`src/rtl/sim_end_pkg.sv`:
```
// Shared types and constants for the end-of-test monitor.
// State encoding and default register indices for rvseed harts.
package sim_end_pkg;

  typedef enum logic [1:0] {
    ST_RUN    = 2'd0,
    ST_SETTLE = 2'd1,
    ST_REPORT = 2'd2
  } hart_st_t;

  localparam int DEF_DONE_REG = 26;
  localparam int DEF_PASS_REG = 27;
  localparam int DEF_TNUM_REG = 3;
  localparam int MAX_SETTLE   = 255;
  localparam int SETTLE_W     = 8;

endpackage

```
`src/rtl/sim_end_hart.sv`:
```
// Per-hart write-back snoop: shadow regs, settle window, verdict.
// The verdict is taken from next-state shadows to see same-edge writes.
import sim_end_pkg::*;

module sim_end_hart #(
  parameter int XLEN          = 32,
  parameter int REG_AW        = 5,
  parameter int DONE_REG      = DEF_DONE_REG,
  parameter int PASS_REG      = DEF_PASS_REG,
  parameter int TNUM_REG      = DEF_TNUM_REG,
  parameter int SETTLE_CYCLES = 1
) (
  input  logic              clk,
  input  logic              rst,
  input  logic              we,
  input  logic [REG_AW-1:0] addr,
  input  logic [XLEN-1:0]   data,
  output logic              hart_done,
  output logic              hart_pass,
  output logic [XLEN-1:0]   testnum
);

  localparam logic [SETTLE_W-1:0] SETTLE_INIT =
    SETTLE_W'(SETTLE_CYCLES);

  hart_st_t              st;
  logic [SETTLE_W-1:0]   cnt;
  logic [XLEN-1:0]       done_sh;
  logic [XLEN-1:0]       pass_sh;
  logic [XLEN-1:0]       tnum_sh;

  logic                  hit;
  logic                  done_wr;
  logic [XLEN-1:0]       done_nx;
  logic [XLEN-1:0]       pass_nx;
  logic [XLEN-1:0]       tnum_nx;

  always_comb begin
    hit     = we && (addr != '0);
    done_wr = hit && (addr == REG_AW'(DONE_REG));
    done_nx = done_wr ? data : done_sh;
    pass_nx = (hit && addr == REG_AW'(PASS_REG))
            ? data : pass_sh;
    tnum_nx = (hit && addr == REG_AW'(TNUM_REG))
            ? data : tnum_sh;
  end

  always_ff @(posedge clk) begin
    if (rst) begin
      st        <= ST_RUN;
      cnt       <= '0;
      done_sh   <= '0;
      pass_sh   <= '0;
      tnum_sh   <= '0;
      hart_done <= 1'b0;
      hart_pass <= 1'b0;
      testnum   <= '0;
    end else begin
      done_sh <= done_nx;
      pass_sh <= pass_nx;
      tnum_sh <= tnum_nx;
      unique case (st)
        ST_RUN: begin
          if (done_wr && done_nx == XLEN'(1)) begin
            st  <= ST_SETTLE;
            cnt <= SETTLE_INIT;
          end
        end
        ST_SETTLE: begin
          if (cnt == SETTLE_W'(1)) begin
            st        <= ST_REPORT;
            hart_done <= 1'b1;
            hart_pass <= (pass_nx == XLEN'(1));
            testnum   <= tnum_nx;
          end else begin
            cnt <= cnt - SETTLE_W'(1);
          end
        end
        ST_REPORT: ;
        default: st <= ST_RUN;
      endcase
    end
  end

endmodule

```
`src/rtl/sim_end_monitor.sv`:
```
// End-of-test monitor: per-hart verdicts, aggregation, cycle timeout.
// Timeout takes priority over done when both would set together.
import sim_end_pkg::*;

module sim_end_monitor #(
  parameter int NUM_HARTS      = 1,
  parameter int XLEN           = 32,
  parameter int REG_AW         = 5,
  parameter int DONE_REG       = DEF_DONE_REG,
  parameter int PASS_REG       = DEF_PASS_REG,
  parameter int TNUM_REG       = DEF_TNUM_REG,
  parameter int SETTLE_CYCLES  = 1,
  parameter int TIMEOUT_CYCLES = 50000,
  parameter int CNT_W          = 32
) (
  input  logic                        clk,
  input  logic                        rst,
  input  logic                        run,
  input  logic [NUM_HARTS-1:0]        wb_we,
  input  logic [NUM_HARTS*REG_AW-1:0] wb_addr,
  input  logic [NUM_HARTS*XLEN-1:0]   wb_data,
  output logic [NUM_HARTS-1:0]        hart_done,
  output logic [NUM_HARTS-1:0]        hart_pass,
  output logic                        done,
  output logic                        pass,
  output logic                        fail,
  output logic                        timeout,
  output logic [((NUM_HARTS > 1) ? $clog2(NUM_HARTS) : 1)-1:0]
                                      fail_hart,
  output logic [XLEN-1:0]             fail_testnum,
  output logic [CNT_W-1:0]            cycle_count
);

  localparam int HW = (NUM_HARTS > 1) ? $clog2(NUM_HARTS) : 1;

  logic [XLEN-1:0]      tnum [NUM_HARTS];
  logic [NUM_HARTS-1:0] fail_vec;
  logic [HW-1:0]        pick_idx;
  logic [XLEN-1:0]      pick_tnum;
  logic                 cnt_en;
  logic [CNT_W-1:0]     cnt_nx;
  logic                 tmo_set;
  logic                 done_set;

  for (genvar h = 0; h < NUM_HARTS; h++) begin : g_hart
    sim_end_hart #(
      .XLEN          (XLEN),
      .REG_AW        (REG_AW),
      .DONE_REG      (DONE_REG),
      .PASS_REG      (PASS_REG),
      .TNUM_REG      (TNUM_REG),
      .SETTLE_CYCLES (SETTLE_CYCLES)
    ) u_hart (
      .clk       (clk),
      .rst       (rst),
      .we        (wb_we[h]),
      .addr      (wb_addr[h*REG_AW +: REG_AW]),
      .data      (wb_data[h*XLEN +: XLEN]),
      .hart_done (hart_done[h]),
      .hart_pass (hart_pass[h]),
      .testnum   (tnum[h])
    );
  end

  // Scan high to low so the lowest failing hart wins.
  always_comb begin
    fail_vec  = hart_done & ~hart_pass;
    pick_idx  = '0;
    pick_tnum = '0;
    for (int i = NUM_HARTS - 1; i >= 0; i--) begin
      if (fail_vec[i]) begin
        pick_idx  = HW'(i);
        pick_tnum = tnum[i];
      end
    end
  end

  always_comb begin
    cnt_en   = run && !done && !timeout;
    cnt_nx   = (&cycle_count) ? cycle_count
             : cycle_count + CNT_W'(1);
    tmo_set  = cnt_en &&
               (cnt_nx == CNT_W'(TIMEOUT_CYCLES));
    done_set = (&hart_done) && !timeout && !tmo_set;
  end

  always_ff @(posedge clk) begin
    if (rst) begin
      done         <= 1'b0;
      pass         <= 1'b0;
      fail         <= 1'b0;
      timeout      <= 1'b0;
      fail_hart    <= '0;
      fail_testnum <= '0;
      cycle_count  <= '0;
    end else begin
      if (cnt_en)   cycle_count <= cnt_nx;
      if (tmo_set)  timeout     <= 1'b1;
      if (done_set) done        <= 1'b1;
      pass <= done_set && (&hart_pass);
      if (!fail && |fail_vec) begin
        fail         <= 1'b1;
        fail_hart    <= pick_idx;
        fail_testnum <= pick_tnum;
      end
    end
  end

endmodule

```
`config.mk`:
```
export PLATFORM = sky130hd
export DESIGN_NAME = sim_end_monitor
export DESIGN_NICKNAME = d
export VERILOG_FILES = /design/src/rtl/sim_end_pkg.sv /design/src/rtl/sim_end_hart.sv /design/src/rtl/sim_end_monitor.sv
export SDC_FILE = /design/constraint.sdc
export NUM_CORES = 1
export LEC_CHECK = 0
export CAP_MARGIN = 15
export CORE_MARGIN = 2
export CORE_UTILIZATION = 48
export DETAILED_ROUTE_END_ITERATION = 6
export PLACE_DENSITY = 0.75
export SLEW_MARGIN = 20
export SYNTH_ARGS = -nofsm -noshare
export SYNTH_HDL_FRONTEND = slang
export SYNTH_SLANG_ARGS = --single-unit
```
`constraint.sdc`:
```
create_clock -name clk -period 2.7 [get_ports clk]
set_input_delay 0.405 -clock clk [delete_from_list [all_inputs] [get_ports clk]]
set_output_delay 0.405 -clock clk [all_outputs]
set_load 0.005 [all_outputs]
```
==> results by stage <==
Outcome:
- The flow ran to the end, and the final reports show no timing, DRC or antenna violations.

Synth:
- For this run, the number of Yosys warnings is 0.
- The number of nets in the synthesized netlist is 909.
- In the synthesized netlist the dominant register cell turns out to be sky130_fd_sc_hd__dfxtp_1.
- Counting flops and latches in the post-synthesis netlist gives 176.
- The netlist uses 53 different library cells.
- By area the synthesized netlist is led by sky130_fd_sc_hd__dfxtp_1 (49%), sky130_fd_sc_hd__nand2_1 (8.8%), sky130_fd_sc_hd__nor2_1 (6.7%).
- The cell count after synthesis came out at 865.
- Counting flops with a built-in enable in the synthesized netlist gives 0.
- The average cell area after synthesis is 8.38 µm².
- Of the post-synthesis cell area, the dominant cell type holds 0.486.
- Sorting the synthesized cells by how often they occur yields sky130_fd_sc_hd__dfxtp_1 (176), sky130_fd_sc_hd__nand2_1 (169), sky130_fd_sc_hd__nor2_1 (130).
- For this run, the register share of the synthesized area comes to 0.486.
- sky130_fd_sc_hd__dfxtp_1 is the most common cell in the netlist.
- The mapped cell area is 7250 µm².
- In the synthesized netlist the async set-or-reset flop fraction comes to 0.
- The synthesized design spends more area on one cell type than any other, namely sky130_fd_sc_hd__dfxtp_1.

Critical path:
- STA classifies the critical path startpoint as a flop.
- The end of the worst register-to-register path is pass.
- The startpoint of the worst register-to-register path is cycle_count[2].
- The biggest cell delay along the critical path is 530 ps.
- The critical path goes through nand4_2, or3_4, nor2_8, xnor2_1, or4_4, nor4_4, a31oi_2, and4_1.
- The worst setup path is captured at a flop.
- The data arrival time at the worst-slack endpoint is 2870 ps.
- The biggest fanout along the worst timing path is 6.
- The class of the most critical setup path is flop to flop.
- The number of cells on the worst reg-to-reg path is 8.
- The cell type of the slowest stage on the worst timing path is sky130_fd_sc_hd__or4_4.
- The count of buffer and inverter cells on the critical path is 0.
- Among cell families on the critical path, the largest total delay comes from simple AND/OR/NAND/NOR gates.
- The worst path required time is 3020 ps.
- The slack of the worst reg-to-reg path is 150 ps.

Place:
- The placed instances occupy a cell area of 8870 µm².
- Including well taps, the total number of placed cells is 1,164.
- The estimated wirelength of the detail-placed design is 12,400 µm.
- In this run the tool buffered the top-level ports with 110 buffer cells.
- The setup slack after placement is -88.3 ps.
- The weighted congestion reported at the end of routability-driven placement is 0.932.

STA:
- The final-report max-slew violation count is 0.
- The ratio of final minimum period to clock period is 0.945.
- In this run the tightest slew margin relative to its limit is 0.593.
- The count of final setup violators is 0.
- The count of final hold-check violations came to 0.
- The final sum of negative setup slack is 0 ps.
- Setup slack closes at 149 ps.
- For the pin with the worst max-slew slack, the measured transition is 609 ps.
- The clock period could shrink to 2550 ps.
- The highest clock frequency the design can meet is 392 MHz.
- Across the routed clock network, the largest skew measured is 4.17 ps.

Finish:
- The relative area change from synthesis to final layout is 30.8%.
- The finished cells cover 9480 µm².
- After the flow finishes, the layout carries non-filler instances totaling 1,196.
- The final layout contains 1,043 nets.
- The filler cell count in the final layout is 1,234.
- The total inserted antenna cells is 0.
- The share of post-route cells with drive strength above 1 is 0.117.

GRT:
- met2 is the most crowded layer.
- For met2 alone, demand over resource in global routing was 0.364.
- The via count of the first global-routing pass came to 5,882.
- Entering global routing, the biggest net connects 101 pins.
- The total global-route track usage is 0.222.
- Summed over all layers, the global routing overflow is 0.
- For this run, global-route usage on met3 was measured as 0.0447.
- The initial antenna violation count is 0.
- The met1 demand-to-capacity share in global routing is 0.291.
- The global-route wire length before repair is 28,900 µm.

Worst hold path:
- The hold path endpoint is cycle_count[16].
- The cell depth of the worst min-delay path is 2.
- The worst hold path begins at rst.
- The class of the tightest hold or removal check is primary input to flop.

Routing:
- The via total after detailed routing is 6,481.
- The total wire length is 17,700 µm.
- Using the TritonRoute via totals, the vias-per-cell ratio works out to 5.42.
- The count of nets left with antenna violations once routing finished came out at 0.
- After the first detailed-routing iteration, the DRC count stood at 485.
- The first TritonRoute pass finished after 5 iterations.
- The DRC violation count after routing is 0.
- The routed length per instance is 14.8 µm.

Power:
- The overall power is 5.23 mW.
- The largest vdd supply drop is 0.441 mV.
- The total power density per cell area is 551 nW/µm².
- The leakage dissipation is 3.54 nW.

CTS:
- TritonCTS built the clock tree.
- In this run the clock root is driven by a sky130_fd_sc_hd__clkbuf_16.
- The worst-skew pair later-pin latency is 430 ps.
- After clock tree synthesis, the clock-pin slew on the worst setup and hold paths is 60 ps.
- Counting the buffers created by CTS gives 17.
- CTS built an H-tree with a depth of 4.
- The largest buffer count on any clock path is 2.
- The number of gates resized after CTS is 0.
- Counting every sink on the clock net gives 176.
- The number of hold buffers added after CTS was 0.
- Once the clock tree was built, the setup fixing pass inserted 0 buffers.

Floorplan:
- The core region is 14,600 µm².
- Pin placement for this block handled 112 I/O pins.
- From left edge to right edge, the die measures 127 µm.
- The initial utilization of the core area, before any placement, comes to 0.495.
- From bottom edge to top edge, the die measures 127 µm.
- The die covers 16,100 µm².
- The floorplan has 44 rows.

Run:
- The count of max-cap constraint violations is 0.
[sequential cells by signal, summed over array words and instances (netlist names), 2 cells and up]
name                   cells
g_hart.u_hart.pass_sh     32
g_hart.u_hart.testnum     32
fail_testnum              32
cycle_count               32
g_hart.u_hart.cnt          8
g_hart.u_hart.tnum_sh     32
g_hart.u_hart.st           2
[cells in the final DEF, fill, tap and decap left out, types with 4 or more instances in the layout]
master | Yosys | final
sky130_fd_sc_hd__a211oi_1 | 32 | 32
sky130_fd_sc_hd__a21oi_1 | 76 | 76
sky130_fd_sc_hd__and3_1 | 7 | 7
sky130_fd_sc_hd__and4_1 | 5 | 5
sky130_fd_sc_hd__buf_12 | 0 | 4
sky130_fd_sc_hd__buf_4 | 1 | 58
sky130_fd_sc_hd__clkbuf_16 | 0 | 17
sky130_fd_sc_hd__clkdlybuf4s50_1 | 0 | 109
sky130_fd_sc_hd__clkinv_2 | 0 | 5
sky130_fd_sc_hd__dfxtp_1 | 176 | 171
sky130_fd_sc_hd__dfxtp_2 | 0 | 5
sky130_fd_sc_hd__inv_1 | 9 | 9
sky130_fd_sc_hd__mux2i_1 | 36 | 36
sky130_fd_sc_hd__nand2_1 | 169 | 169
sky130_fd_sc_hd__nand3_1 | 18 | 18
sky130_fd_sc_hd__nand4_1 | 15 | 15
sky130_fd_sc_hd__nor2_1 | 130 | 128
sky130_fd_sc_hd__nor3_1 | 10 | 10
sky130_fd_sc_hd__nor4_1 | 21 | 21
sky130_fd_sc_hd__o21ai_0 | 6 | 5
sky130_fd_sc_hd__or3_1 | 7 | 5
sky130_fd_sc_hd__xnor2_1 | 24 | 24
sky130_fd_sc_hd__xor2_1 | 18 | 18
[layer usage]
metal,up-vias,wire [µm]
li1,3226,-
met1,3056,8150
met2,170,8460
met3,29,780
met4,0,358
met5,-,0
[through the flow]
step / hold slack, ps / util
2_1_floorplan: 432 / -
3_3_place_gp: 439 / 0.606
3_5_place_dp: 443 / 0.606
4_1_cts: 401 / 0.645
5_1_grt: 413 / 0.647
6_report: 408 / 0.647
[power by group]
part / internal (mW) / switching, mW
registers: 2.61 / 0.00670
clock network: 1.39 / 1.02
logic: 0.103 / 0.104
total: 4.10 / 1.13
[cells by family after synthesis]
logic type | after synthesis | synth area share
xor+xnor | 42 | 0.0508
simple gates | 410 | 0.260
compound gates | 130 | 0.109
other cells | 1 | 0.000518
fa+ha+maj | 3 | 0.00518
buf+inv | 65 | 0.0359
mux | 38 | 0.0528
flops | 176 | 0.486
[worst max-delay path by stage]
stage,end,slack [ps],startpoint,cells after the start
after floorplan,pass,60,cycle_count[0],9
after global placement,g_hart[0].u_hart.cnt[4],-30,wb_data[5],10
after detailed placement,g_hart[0].u_hart.cnt[4],-90,wb_data[5],10
after CTS,pass,40,cycle_count[3],8
after global routing,pass,-3,cycle_count[1],9
final,pass,150,cycle_count[2],8
[cell type report]
type | count | area (µm²) | share of cell area
clock buffers | 19 | 443 | 0.0467
clock inverters | 13 | 134 | 0.0141
inverters | 9 | 33.8 | 0.00356
multi-input cells | 624 | 3500 | 0.369
flip-flops and latches | 176 | 3530 | 0.372
well taps | 184 | 230 | 0.0243
repair buffers | 171 | 1610 | 0.169
(Power assumes the default switching activity.)
